===== config.mk =====
export PLATFORM = sky130hd
export DESIGN_NAME = id_hazard_ctrl_flat
export DESIGN_NICKNAME = d
export VERILOG_FILES = /design/src/rtl/id_hazard_ctrl_pkg.sv /design/src/rtl/id_hazard_ctrl_if.sv /design/src/rtl/id_hazard_cmp.sv /design/src/rtl/id_hazard_ctrl.sv /design/src/flat_wrapper.sv
export SDC_FILE = /design/constraint.sdc
export NUM_CORES = 1
export LEC_CHECK = 0
export CAP_MARGIN = 40
export CORE_ASPECT_RATIO = 1.4
export CORE_MARGIN = 2
export CORE_UTILIZATION = 25
export CTS_BUF_LIST = sky130_fd_sc_hd__clkbuf_16
export DETAILED_ROUTE_END_ITERATION = 16
export PLACE_DENSITY_LB_ADDON = 0.12
export SLEW_MARGIN = 10
export SYNTH_ARGS = -nofsm -noshare
export SYNTH_HDL_FRONTEND = slang
export SYNTH_HIERARCHICAL = 1
export SYNTH_SLANG_ARGS = --single-unit

===== constraint.sdc =====
create_clock -name clk -period 2.26 [get_ports clk]
set_input_delay 0.226 -clock clk [delete_from_list [all_inputs] [get_ports clk]]
set_output_delay 0.226 -clock clk [all_outputs]
set_load 0.02 [all_outputs]

===== src/rtl/id_hazard_ctrl_pkg.sv =====
// rtl/id_hazard_ctrl_pkg.sv - shared encodings for the pipeline hazard/trap controller
//
// Purpose: trap FSM state encodings, trap kind codes and the bundle of
//          per-stage control strobes the controller produces each cycle.
// Ports:   none (package).
package id_hazard_ctrl_pkg;

    typedef enum logic [1:0] {
        ST_RUN      = 2'b00,
        ST_DRAIN    = 2'b01,
        ST_REDIRECT = 2'b10
    } state_e;

    localparam logic [1:0] TRAP_NONE   = 2'b00;
    localparam logic [1:0] TRAP_ECALL  = 2'b01;
    localparam logic [1:0] TRAP_EBREAK = 2'b10;
    localparam logic [1:0] TRAP_MRET   = 2'b11;

    typedef struct packed {
        logic pc_stall;
        logic if2id_stall;
        logic if2id_flush;
        logic id2ex_bubble;
        logic freeze;
        logic trap_redirect;
    } ctrl_t;

endpackage


===== src/rtl/id_hazard_ctrl_if.sv =====
// rtl/id_hazard_ctrl_if.sv - pipeline status inputs and stage control outputs
//
// Purpose: groups the decode-stage usage, stage-register rd/valid state and
//          the per-stage control strobes of id_hazard_ctrl.
// Modports: master - pipeline side (drives status, observes controls)
//           slave  - the controller (observes status, drives controls)
interface id_hazard_ctrl_if #(
    parameter int IDX_W = 5,
    parameter int CNT_W = 64
);
    logic             id_hazard_ctrl_id_valid_i;
    logic             id_hazard_ctrl_id_rs1_en_i;
    logic             id_hazard_ctrl_id_rs2_en_i;
    logic [IDX_W-1:0] id_hazard_ctrl_id_rs1_index_i;
    logic [IDX_W-1:0] id_hazard_ctrl_id_rs2_index_i;
    logic             id_hazard_ctrl_id_jb_i;
    logic             id_hazard_ctrl_id_jb_taken_i;
    logic             id_hazard_ctrl_id_trap_i;
    logic [1:0]       id_hazard_ctrl_id_trap_type_i;
    logic             id_hazard_ctrl_id2ex_valid_i;
    logic             id_hazard_ctrl_id2ex_rd_en_i;
    logic             id_hazard_ctrl_id2ex_load_i;
    logic [IDX_W-1:0] id_hazard_ctrl_id2ex_rd_index_i;
    logic             id_hazard_ctrl_ex2mem_valid_i;
    logic             id_hazard_ctrl_ex2mem_rd_en_i;
    logic             id_hazard_ctrl_ex2mem_load_i;
    logic [IDX_W-1:0] id_hazard_ctrl_ex2mem_rd_index_i;
    logic             id_hazard_ctrl_mem2wb_valid_i;
    logic             id_hazard_ctrl_mem_busy_i;

    logic             id_hazard_ctrl_pc_stall_o;
    logic             id_hazard_ctrl_if2id_stall_o;
    logic             id_hazard_ctrl_if2id_flush_o;
    logic             id_hazard_ctrl_id2ex_bubble_o;
    logic             id_hazard_ctrl_freeze_o;
    logic             id_hazard_ctrl_trap_redirect_o;
    logic [1:0]       id_hazard_ctrl_trap_type_o;
    logic [CNT_W-1:0] id_hazard_ctrl_stall_cnt_o;

    modport master (
        output id_hazard_ctrl_id_valid_i, id_hazard_ctrl_id_rs1_en_i, id_hazard_ctrl_id_rs2_en_i,
               id_hazard_ctrl_id_rs1_index_i, id_hazard_ctrl_id_rs2_index_i,
               id_hazard_ctrl_id_jb_i, id_hazard_ctrl_id_jb_taken_i,
               id_hazard_ctrl_id_trap_i, id_hazard_ctrl_id_trap_type_i,
               id_hazard_ctrl_id2ex_valid_i, id_hazard_ctrl_id2ex_rd_en_i,
               id_hazard_ctrl_id2ex_load_i, id_hazard_ctrl_id2ex_rd_index_i,
               id_hazard_ctrl_ex2mem_valid_i, id_hazard_ctrl_ex2mem_rd_en_i,
               id_hazard_ctrl_ex2mem_load_i, id_hazard_ctrl_ex2mem_rd_index_i,
               id_hazard_ctrl_mem2wb_valid_i, id_hazard_ctrl_mem_busy_i,
        input  id_hazard_ctrl_pc_stall_o, id_hazard_ctrl_if2id_stall_o,
               id_hazard_ctrl_if2id_flush_o, id_hazard_ctrl_id2ex_bubble_o,
               id_hazard_ctrl_freeze_o, id_hazard_ctrl_trap_redirect_o,
               id_hazard_ctrl_trap_type_o, id_hazard_ctrl_stall_cnt_o
    );

    modport slave (
        input  id_hazard_ctrl_id_valid_i, id_hazard_ctrl_id_rs1_en_i, id_hazard_ctrl_id_rs2_en_i,
               id_hazard_ctrl_id_rs1_index_i, id_hazard_ctrl_id_rs2_index_i,
               id_hazard_ctrl_id_jb_i, id_hazard_ctrl_id_jb_taken_i,
               id_hazard_ctrl_id_trap_i, id_hazard_ctrl_id_trap_type_i,
               id_hazard_ctrl_id2ex_valid_i, id_hazard_ctrl_id2ex_rd_en_i,
               id_hazard_ctrl_id2ex_load_i, id_hazard_ctrl_id2ex_rd_index_i,
               id_hazard_ctrl_ex2mem_valid_i, id_hazard_ctrl_ex2mem_rd_en_i,
               id_hazard_ctrl_ex2mem_load_i, id_hazard_ctrl_ex2mem_rd_index_i,
               id_hazard_ctrl_mem2wb_valid_i, id_hazard_ctrl_mem_busy_i,
        output id_hazard_ctrl_pc_stall_o, id_hazard_ctrl_if2id_stall_o,
               id_hazard_ctrl_if2id_flush_o, id_hazard_ctrl_id2ex_bubble_o,
               id_hazard_ctrl_freeze_o, id_hazard_ctrl_trap_redirect_o,
               id_hazard_ctrl_trap_type_o, id_hazard_ctrl_stall_cnt_o
    );
endinterface


===== src/rtl/id_hazard_cmp.sv =====
// rtl/id_hazard_cmp.sv - register dependency comparator for one rs/producer pair
//
// Purpose: flags that a decode-stage source register is written by a live
//          producer further down the pipe. x0 is hardwired, never a dependency.
// Ports:   rs_en_i/rs_index_i           - consumer source register
//          prod_valid_i/prod_rd_en_i/
//          prod_rd_index_i              - producer stage register state
//          dep_o                        - dependency present
module id_hazard_cmp #(
    parameter int IDX_W = 5
) (
    input  logic             rs_en_i,
    input  logic [IDX_W-1:0] rs_index_i,
    input  logic             prod_valid_i,
    input  logic             prod_rd_en_i,
    input  logic [IDX_W-1:0] prod_rd_index_i,
    output logic             dep_o
);
    assign dep_o = rs_en_i && prod_valid_i && prod_rd_en_i
                && (rs_index_i != '0) && (rs_index_i == prod_rd_index_i);
endmodule


===== src/rtl/id_hazard_ctrl.sv =====
// rtl/id_hazard_ctrl.sv - five-stage pipeline hazard, flush and trap sequencing control
//
// Purpose: derives per-stage stall/flush/bubble/freeze strobes from decode
//          register usage and downstream stage state, drains the pipe before
//          a trap redirect, and counts stalled cycles.
// Ports:   clk, rst - core clock, asynchronous active-high reset
//          bus      - id_hazard_ctrl_if.slave: status inputs, control outputs
module id_hazard_ctrl
    import id_hazard_ctrl_pkg::*;
#(
    parameter int IDX_W = 5,
    parameter int CNT_W = 64
) (
    input  logic           clk,
    input  logic           rst,
    id_hazard_ctrl_if.slave bus
);
    logic dep_rs1_ex, dep_rs2_ex, dep_rs1_mem, dep_rs2_mem;
    logic dep_ex, dep_mem, hz;

    state_e           state_q, state_d;
    logic [1:0]       trap_type_q, trap_type_d;
    logic [CNT_W-1:0] cnt_q;
    ctrl_t            ctl;

    id_hazard_cmp #(.IDX_W(IDX_W)) u_cmp_rs1_ex (
        .rs_en_i        (bus.id_hazard_ctrl_id_rs1_en_i),
        .rs_index_i     (bus.id_hazard_ctrl_id_rs1_index_i),
        .prod_valid_i   (bus.id_hazard_ctrl_id2ex_valid_i),
        .prod_rd_en_i   (bus.id_hazard_ctrl_id2ex_rd_en_i),
        .prod_rd_index_i(bus.id_hazard_ctrl_id2ex_rd_index_i),
        .dep_o          (dep_rs1_ex)
    );

    id_hazard_cmp #(.IDX_W(IDX_W)) u_cmp_rs2_ex (
        .rs_en_i        (bus.id_hazard_ctrl_id_rs2_en_i),
        .rs_index_i     (bus.id_hazard_ctrl_id_rs2_index_i),
        .prod_valid_i   (bus.id_hazard_ctrl_id2ex_valid_i),
        .prod_rd_en_i   (bus.id_hazard_ctrl_id2ex_rd_en_i),
        .prod_rd_index_i(bus.id_hazard_ctrl_id2ex_rd_index_i),
        .dep_o          (dep_rs2_ex)
    );

    id_hazard_cmp #(.IDX_W(IDX_W)) u_cmp_rs1_mem (
        .rs_en_i        (bus.id_hazard_ctrl_id_rs1_en_i),
        .rs_index_i     (bus.id_hazard_ctrl_id_rs1_index_i),
        .prod_valid_i   (bus.id_hazard_ctrl_ex2mem_valid_i),
        .prod_rd_en_i   (bus.id_hazard_ctrl_ex2mem_rd_en_i),
        .prod_rd_index_i(bus.id_hazard_ctrl_ex2mem_rd_index_i),
        .dep_o          (dep_rs1_mem)
    );

    id_hazard_cmp #(.IDX_W(IDX_W)) u_cmp_rs2_mem (
        .rs_en_i        (bus.id_hazard_ctrl_id_rs2_en_i),
        .rs_index_i     (bus.id_hazard_ctrl_id_rs2_index_i),
        .prod_valid_i   (bus.id_hazard_ctrl_ex2mem_valid_i),
        .prod_rd_en_i   (bus.id_hazard_ctrl_ex2mem_rd_en_i),
        .prod_rd_index_i(bus.id_hazard_ctrl_ex2mem_rd_index_i),
        .dep_o          (dep_rs2_mem)
    );

    assign dep_ex  = dep_rs1_ex  | dep_rs2_ex;
    assign dep_mem = dep_rs1_mem | dep_rs2_mem;

    // ALU results forward from EX, so only loads block ordinary consumers.
    // Branches resolve in ID and need their operands a stage earlier: any
    // EX producer, or a load still sitting in MEM.
    assign hz = bus.id_hazard_ctrl_id_valid_i &&
                ((bus.id_hazard_ctrl_id2ex_load_i && dep_ex) ||
                 (bus.id_hazard_ctrl_id_jb_i && dep_ex) ||
                 (bus.id_hazard_ctrl_id_jb_i && bus.id_hazard_ctrl_ex2mem_load_i && dep_mem));

    always_comb begin
        state_d     = state_q;
        trap_type_d = trap_type_q;
        ctl         = '0;
        if (bus.id_hazard_ctrl_mem_busy_i) begin
            ctl.freeze = 1'b1;
        end else begin
            unique case (state_q)
                ST_RUN: begin
                    if (hz) begin
                        ctl.pc_stall     = 1'b1;
                        ctl.if2id_stall  = 1'b1;
                        ctl.id2ex_bubble = 1'b1;
                    end else if (bus.id_hazard_ctrl_id_valid_i && bus.id_hazard_ctrl_id_trap_i) begin
                        // Trap stays parked in IF/ID; only a bubble goes down the pipe.
                        ctl.pc_stall     = 1'b1;
                        ctl.if2id_stall  = 1'b1;
                        ctl.id2ex_bubble = 1'b1;
                        trap_type_d      = bus.id_hazard_ctrl_id_trap_type_i;
                        state_d          = ST_DRAIN;
                    end else if (bus.id_hazard_ctrl_id_jb_taken_i) begin
                        ctl.if2id_flush = 1'b1;
                    end
                end
                ST_DRAIN: begin
                    ctl.pc_stall     = 1'b1;
                    ctl.if2id_stall  = 1'b1;
                    ctl.id2ex_bubble = 1'b1;
                    if (!bus.id_hazard_ctrl_ex2mem_valid_i && !bus.id_hazard_ctrl_mem2wb_valid_i) begin
                        state_d = ST_REDIRECT;
                    end
                end
                ST_REDIRECT: begin
                    ctl.trap_redirect = 1'b1;
                    ctl.if2id_flush   = 1'b1;
                    state_d           = ST_RUN;
                end
                default: begin
                    state_d = ST_RUN;
                end
            endcase
        end
    end

    always_ff @(posedge clk or posedge rst) begin
        if (rst) begin
            state_q     <= ST_RUN;
            trap_type_q <= TRAP_NONE;
        end else begin
            state_q     <= state_d;
            trap_type_q <= trap_type_d;
        end
    end

    always_ff @(posedge clk or posedge rst) begin
        if (rst) begin
            cnt_q <= '0;
        end else if (ctl.pc_stall || ctl.freeze) begin
            cnt_q <= cnt_q + CNT_W'(1);
        end
    end

    // Controls go straight to the stage registers; hold them low during reset.
    assign bus.id_hazard_ctrl_pc_stall_o      = !rst && ctl.pc_stall;
    assign bus.id_hazard_ctrl_if2id_stall_o   = !rst && ctl.if2id_stall;
    assign bus.id_hazard_ctrl_if2id_flush_o   = !rst && ctl.if2id_flush;
    assign bus.id_hazard_ctrl_id2ex_bubble_o  = !rst && ctl.id2ex_bubble;
    assign bus.id_hazard_ctrl_freeze_o        = !rst && ctl.freeze;
    assign bus.id_hazard_ctrl_trap_redirect_o = !rst && ctl.trap_redirect;
    assign bus.id_hazard_ctrl_trap_type_o     = (!rst && ctl.trap_redirect) ? trap_type_q : TRAP_NONE;
    assign bus.id_hazard_ctrl_stall_cnt_o     = cnt_q;

endmodule


===== src/flat_wrapper.sv =====
// flat-port wrapper written by rule: the top's interface ports become plain ports
module id_hazard_ctrl_flat import id_hazard_ctrl_pkg::*;
#(
    parameter int IDX_W = 5,
    parameter int CNT_W = 64
)
  (clk, rst, bus_id_hazard_ctrl_id_valid_i, bus_id_hazard_ctrl_id_rs1_en_i, bus_id_hazard_ctrl_id_rs2_en_i, bus_id_hazard_ctrl_id_rs1_index_i, bus_id_hazard_ctrl_id_rs2_index_i, bus_id_hazard_ctrl_id_jb_i, bus_id_hazard_ctrl_id_jb_taken_i, bus_id_hazard_ctrl_id_trap_i, bus_id_hazard_ctrl_id_trap_type_i, bus_id_hazard_ctrl_id2ex_valid_i, bus_id_hazard_ctrl_id2ex_rd_en_i, bus_id_hazard_ctrl_id2ex_load_i, bus_id_hazard_ctrl_id2ex_rd_index_i, bus_id_hazard_ctrl_ex2mem_valid_i, bus_id_hazard_ctrl_ex2mem_rd_en_i, bus_id_hazard_ctrl_ex2mem_load_i, bus_id_hazard_ctrl_ex2mem_rd_index_i, bus_id_hazard_ctrl_mem2wb_valid_i, bus_id_hazard_ctrl_mem_busy_i, bus_id_hazard_ctrl_pc_stall_o, bus_id_hazard_ctrl_if2id_stall_o, bus_id_hazard_ctrl_if2id_flush_o, bus_id_hazard_ctrl_id2ex_bubble_o, bus_id_hazard_ctrl_freeze_o, bus_id_hazard_ctrl_trap_redirect_o, bus_id_hazard_ctrl_trap_type_o, bus_id_hazard_ctrl_stall_cnt_o);
  id_hazard_ctrl_if #(.IDX_W(IDX_W), .CNT_W(CNT_W)) bus_i ();
  input  logic clk;
  input  logic rst;
  input wire logic [$bits(bus_i.id_hazard_ctrl_id_valid_i)-1:0] bus_id_hazard_ctrl_id_valid_i;
  input wire logic [$bits(bus_i.id_hazard_ctrl_id_rs1_en_i)-1:0] bus_id_hazard_ctrl_id_rs1_en_i;
  input wire logic [$bits(bus_i.id_hazard_ctrl_id_rs2_en_i)-1:0] bus_id_hazard_ctrl_id_rs2_en_i;
  input wire logic [$bits(bus_i.id_hazard_ctrl_id_rs1_index_i)-1:0] bus_id_hazard_ctrl_id_rs1_index_i;
  input wire logic [$bits(bus_i.id_hazard_ctrl_id_rs2_index_i)-1:0] bus_id_hazard_ctrl_id_rs2_index_i;
  input wire logic [$bits(bus_i.id_hazard_ctrl_id_jb_i)-1:0] bus_id_hazard_ctrl_id_jb_i;
  input wire logic [$bits(bus_i.id_hazard_ctrl_id_jb_taken_i)-1:0] bus_id_hazard_ctrl_id_jb_taken_i;
  input wire logic [$bits(bus_i.id_hazard_ctrl_id_trap_i)-1:0] bus_id_hazard_ctrl_id_trap_i;
  input wire logic [$bits(bus_i.id_hazard_ctrl_id_trap_type_i)-1:0] bus_id_hazard_ctrl_id_trap_type_i;
  input wire logic [$bits(bus_i.id_hazard_ctrl_id2ex_valid_i)-1:0] bus_id_hazard_ctrl_id2ex_valid_i;
  input wire logic [$bits(bus_i.id_hazard_ctrl_id2ex_rd_en_i)-1:0] bus_id_hazard_ctrl_id2ex_rd_en_i;
  input wire logic [$bits(bus_i.id_hazard_ctrl_id2ex_load_i)-1:0] bus_id_hazard_ctrl_id2ex_load_i;
  input wire logic [$bits(bus_i.id_hazard_ctrl_id2ex_rd_index_i)-1:0] bus_id_hazard_ctrl_id2ex_rd_index_i;
  input wire logic [$bits(bus_i.id_hazard_ctrl_ex2mem_valid_i)-1:0] bus_id_hazard_ctrl_ex2mem_valid_i;
  input wire logic [$bits(bus_i.id_hazard_ctrl_ex2mem_rd_en_i)-1:0] bus_id_hazard_ctrl_ex2mem_rd_en_i;
  input wire logic [$bits(bus_i.id_hazard_ctrl_ex2mem_load_i)-1:0] bus_id_hazard_ctrl_ex2mem_load_i;
  input wire logic [$bits(bus_i.id_hazard_ctrl_ex2mem_rd_index_i)-1:0] bus_id_hazard_ctrl_ex2mem_rd_index_i;
  input wire logic [$bits(bus_i.id_hazard_ctrl_mem2wb_valid_i)-1:0] bus_id_hazard_ctrl_mem2wb_valid_i;
  input wire logic [$bits(bus_i.id_hazard_ctrl_mem_busy_i)-1:0] bus_id_hazard_ctrl_mem_busy_i;
  output wire logic [$bits(bus_i.id_hazard_ctrl_pc_stall_o)-1:0] bus_id_hazard_ctrl_pc_stall_o;
  output wire logic [$bits(bus_i.id_hazard_ctrl_if2id_stall_o)-1:0] bus_id_hazard_ctrl_if2id_stall_o;
  output wire logic [$bits(bus_i.id_hazard_ctrl_if2id_flush_o)-1:0] bus_id_hazard_ctrl_if2id_flush_o;
  output wire logic [$bits(bus_i.id_hazard_ctrl_id2ex_bubble_o)-1:0] bus_id_hazard_ctrl_id2ex_bubble_o;
  output wire logic [$bits(bus_i.id_hazard_ctrl_freeze_o)-1:0] bus_id_hazard_ctrl_freeze_o;
  output wire logic [$bits(bus_i.id_hazard_ctrl_trap_redirect_o)-1:0] bus_id_hazard_ctrl_trap_redirect_o;
  output wire logic [$bits(bus_i.id_hazard_ctrl_trap_type_o)-1:0] bus_id_hazard_ctrl_trap_type_o;
  output wire logic [$bits(bus_i.id_hazard_ctrl_stall_cnt_o)-1:0] bus_id_hazard_ctrl_stall_cnt_o;
  assign bus_i.id_hazard_ctrl_id_valid_i = bus_id_hazard_ctrl_id_valid_i;
  assign bus_i.id_hazard_ctrl_id_rs1_en_i = bus_id_hazard_ctrl_id_rs1_en_i;
  assign bus_i.id_hazard_ctrl_id_rs2_en_i = bus_id_hazard_ctrl_id_rs2_en_i;
  assign bus_i.id_hazard_ctrl_id_rs1_index_i = bus_id_hazard_ctrl_id_rs1_index_i;
  assign bus_i.id_hazard_ctrl_id_rs2_index_i = bus_id_hazard_ctrl_id_rs2_index_i;
  assign bus_i.id_hazard_ctrl_id_jb_i = bus_id_hazard_ctrl_id_jb_i;
  assign bus_i.id_hazard_ctrl_id_jb_taken_i = bus_id_hazard_ctrl_id_jb_taken_i;
  assign bus_i.id_hazard_ctrl_id_trap_i = bus_id_hazard_ctrl_id_trap_i;
  assign bus_i.id_hazard_ctrl_id_trap_type_i = bus_id_hazard_ctrl_id_trap_type_i;
  assign bus_i.id_hazard_ctrl_id2ex_valid_i = bus_id_hazard_ctrl_id2ex_valid_i;
  assign bus_i.id_hazard_ctrl_id2ex_rd_en_i = bus_id_hazard_ctrl_id2ex_rd_en_i;
  assign bus_i.id_hazard_ctrl_id2ex_load_i = bus_id_hazard_ctrl_id2ex_load_i;
  assign bus_i.id_hazard_ctrl_id2ex_rd_index_i = bus_id_hazard_ctrl_id2ex_rd_index_i;
  assign bus_i.id_hazard_ctrl_ex2mem_valid_i = bus_id_hazard_ctrl_ex2mem_valid_i;
  assign bus_i.id_hazard_ctrl_ex2mem_rd_en_i = bus_id_hazard_ctrl_ex2mem_rd_en_i;
  assign bus_i.id_hazard_ctrl_ex2mem_load_i = bus_id_hazard_ctrl_ex2mem_load_i;
  assign bus_i.id_hazard_ctrl_ex2mem_rd_index_i = bus_id_hazard_ctrl_ex2mem_rd_index_i;
  assign bus_i.id_hazard_ctrl_mem2wb_valid_i = bus_id_hazard_ctrl_mem2wb_valid_i;
  assign bus_i.id_hazard_ctrl_mem_busy_i = bus_id_hazard_ctrl_mem_busy_i;
  assign bus_id_hazard_ctrl_pc_stall_o = bus_i.id_hazard_ctrl_pc_stall_o;
  assign bus_id_hazard_ctrl_if2id_stall_o = bus_i.id_hazard_ctrl_if2id_stall_o;
  assign bus_id_hazard_ctrl_if2id_flush_o = bus_i.id_hazard_ctrl_if2id_flush_o;
  assign bus_id_hazard_ctrl_id2ex_bubble_o = bus_i.id_hazard_ctrl_id2ex_bubble_o;
  assign bus_id_hazard_ctrl_freeze_o = bus_i.id_hazard_ctrl_freeze_o;
  assign bus_id_hazard_ctrl_trap_redirect_o = bus_i.id_hazard_ctrl_trap_redirect_o;
  assign bus_id_hazard_ctrl_trap_type_o = bus_i.id_hazard_ctrl_trap_type_o;
  assign bus_id_hazard_ctrl_stall_cnt_o = bus_i.id_hazard_ctrl_stall_cnt_o;
  id_hazard_ctrl #(.IDX_W(IDX_W), .CNT_W(CNT_W)) u_core (.clk(clk), .rst(rst), .bus(bus_i));
endmodule

==> impl_metrics.tcl <==
set metrics [dict create \
    period_share 0.981 \
    hold_viol 0 \
    num_io_pins 110 \
    p_per_area_nw_per_um2 604 \
    wirelength_um 11400 \
    synth_compound_area_frac 0.0214 \
    cts_tree "done" \
    rsz0062_at_grt "true" \
    n_fill_cell 1543 \
    start_util 0.254 \
    cpLargestDelayFamily "simple AND/OR/NAND/NOR gates" \
    slowest_delay_ps 510 \
    antenna-diode-count 0 \
    die_area_um2 16200 \
    cp-startpoint "bus_id_hazard_ctrl_id_rs1_index_i[2]" \
    power_leakage_nw 2.72 \
    gp_congestion 0.856 \
    area_delta_synth_final_pct 54.6 \
    synth-adder-area-share 0.00329 \
    dr.pass1.iters 4 \
    timing.fmax_mhz 451 \
    async_reset_ff_frac 1.00 \
    wl_met3_um 609 \
    synth_cell_types 41 \
    timing.max_cap.violations 0 \
    path_clk_slew_ps 50 \
    status "complete, no violations" \
    rr_endpoint "u_core/bus.id_hazard_ctrl_stall_cnt_o[55]" \
    grt_pass1_vias 3423 \
    grt-ovfl-total 0 \
    total_power_w 0.00355 \
    grt_pass1_wl_um 17700 \
    ir_worst_vdd_v 0.000468 \
    io_buffers 109 \
    synth_mux_area_frac 0.00888 \
    synth-simple-area-share 0.308 \
    hpwlAfterDp_um 8700 \
    p_clk_frac 0.381 \
    gr-usage-all-layers 0.142 \
    p_sw_w 0.00103 \
    fin_hold_ws_ps 475 \
    synth_nets 406 \
    r2r_cells 6 \
    yosysSeqAreaShare 0.447 \
    min_period_ps 2220 \
    viasPerCell 4.72 \
    power.share.switching 0.291 \
    drive_gt1_frac 0.258 \
    die_x_um 108 \
    critPathArrivalTime_ps 1990 \
    ys_warn_count 6 \
    drcViolationCount 0 \
    wl_met2_um 5910 \
    worst_slew_pin_slew_ps 442 \
    finalSetupViolCount 0 \
    synth_cells 367 \
    synth.avg_cell_area_um2 10.4 \
    share_seq_of_total_power 0.407 \
    slowest_stage "or4_1" \
    clock_latency_ps 330 \
    met1_length_um 4650 \
    yosys_register_bits 68 \
    relSlewSlack 0.703 \
    min_path_type "flip-flop to flip-flop" \
    skew_ps 8.10 \
    ant_nets 0 \
    grt_max_degree 69 \
    slew_viol_final 0 \
    htreeDepth 3 \
    endpoint_kind "primary output" \
    synth-edff-count 0 \
    dp.cells 700 \
    reg2reg_from "u_core/bus.id_hazard_ctrl_stall_cnt_o[24]" \
    required_ps 2030 \
    hold_path_depth 1 \
    layout_common_cells "clkdlybuf4s50_1 (76), dfrtp_1 (68), buf_4 (48)" \
    synth_xor_area_frac 0.191 \
    cp-start-kind "input port" \
    path_common_cell "a21oi_2" \
    cts_buffer_depth 2 \
    crit_buf_inv 2 \
    hp-start "u_core/bus.id_hazard_ctrl_stall_cnt_o[63]" \
    hold_buffers 0 \
    hold_path_end "u_core/bus.id_hazard_ctrl_stall_cnt_o[63]" \
    routedWlPerCell_um 15.8 \
    final_common_cell "clkdlybuf4s50_1" \
    highest_layer "met4" \
    die_h_um 150 \
    crit_fanout 4 \
    final_util 0.393 \
    fin_nets 565 \
    finalNonFillerCells 722 \
    rows 53 \
    coreArea_um2 15000 \
    crit_type "input port to primary output" \
    crit_chain "buf_2, or4_1, nor2_2, nor3_1, o22ai_1, nand3b_1, a21oi_2, a21oi_2, nor3_2, buf_4" \
    internal_power_w 0.00252 \
    fin_ws_ps 42.9 \
    pre_cts_ws_ps -970 \
    rrSetupSlack_ps 190 \
    cts.sinks 68 \
    cts_made_buffers 9 \
    num_vias 3406 \
    synth_area_um2 3800 \
    comb_power_share 0.211 \
    antenna_found_initial 0 \
    clock-root-buffer "clkbuf_16" \
    ys.flop_type "dfrtp_1" \
    first_iter_violations 93 \
    synth_top_family_by_area "simple AND/OR/NAND/NOR gates" \
]
==> worst reg2reg max path: stages, from the launching register on <==
cell	delay, ps
dfrtp_1	460
nand3_1	180
nor4_4	420
nand3_2	220
buf_4	260
nor4_4	290
xor2_1	160
==> worst max-delay path by stage <==
stage,end,slack [ps],depth (start not counted)
2_1_floorplan,bus_id_hazard_ctrl_if2id_stall_o,-20,8
3_3_place_gp,bus_id_hazard_ctrl_id2ex_bubble_o,-920,9
3_5_place_dp,bus_id_hazard_ctrl_id2ex_bubble_o,-970,9
4_1_cts,bus_id_hazard_ctrl_if2id_flush_o,-80,10
5_1_grt,bus_id_hazard_ctrl_if2id_flush_o,-90,10
6_report,bus_id_hazard_ctrl_if2id_flush_o,40,10
==> through the flow <==
step                cell area (um^2)  TNS, ps
floorplan                       3800    -35.4
global placement                5390   -33130
detailed placement              5390   -34520
CTS                             5740    -75.5
global route                    5880     -154
finish                          5880        0
==> logic make-up (layout without fill, tap and decap cells) <==
group | Yosys count | in the layout
AO/OA/AOI/OAI | 11 | 11
buffers and inverters | 16 | 179
XOR/XNOR | 83 | 83
flip-flops | 68 | 68
multiplexers | 3 | 3
adder cells (fa/ha/maj) | 1 | 1
AND/OR/NAND/NOR | 185 | 185
==> state kept, by name (all words and copies together), names as in the netlist <==
register,cells
u_core/bus.id_hazard_ctrl_stall_cnt_o,64
u_core/state_q,2
u_core/trap_type_q,2
==> cell usage after synthesis, types with 3 or more instances <==
cell type,number,area share
inv_1,10,0.0099
xnor2_1,38,0.087
mux2_2,3,0.0089
nand2_1,22,0.022
nand3_1,23,0.030
xor2_1,45,0.10
and4_1,4,0.0092
nor2_1,25,0.025
nand4_1,28,0.046
buf_4,4,0.0079
dfrtp_1,68,0.45
a21oi_1,3,0.0039
nor4_4,4,0.022
nor3_1,33,0.043
and3_1,6,0.0099
nor4_1,10,0.016
nand4_4,4,0.022
or4_1,4,0.0079
==> power groups by stage <==
stage / sequential [W] / clock, W / combinational (W)
after floorplan: 0.00151 / 0 / 0.000290
after global placement: 0.00146 / 0 / 0.000722
after detailed placement: 0.00147 / 0 / 0.000724
after CTS: 0.00145 / 0.00141 / 0.000746
after global routing: 0.00147 / 0.00147 / 0.000817
final: 0.00145 / 0.00136 / 0.000750
==> what timing repair did <==
action,CTS,global route
endpoints found under the setup margin,63,56
setup buffers,4,3
gates resized for setup,93,56
pin swaps,27,33
==> cell type report <==
cell class | count | area (um^2) | area share
multi-input combinational | 283 | 2240 | 0.380
inverter | 10 | 37.5 | 0.00638
tap | 192 | 240 | 0.0408
clock inverter | 6 | 57.6 | 0.00978
timing repair buffer | 154 | 1390 | 0.235
sequential | 68 | 1700 | 0.289
clock buffer | 9 | 225 | 0.0383
==> metal layers <==
metal | vias up | track usage
li1 | 1648 | -
met1 | 1638 | 0.163
met2 | 103 | 0.245
met3 | 17 | 0.0401
met4 | 0 | 0.0615
met5 | - | 0
Power figures use the tool's default switching activity.
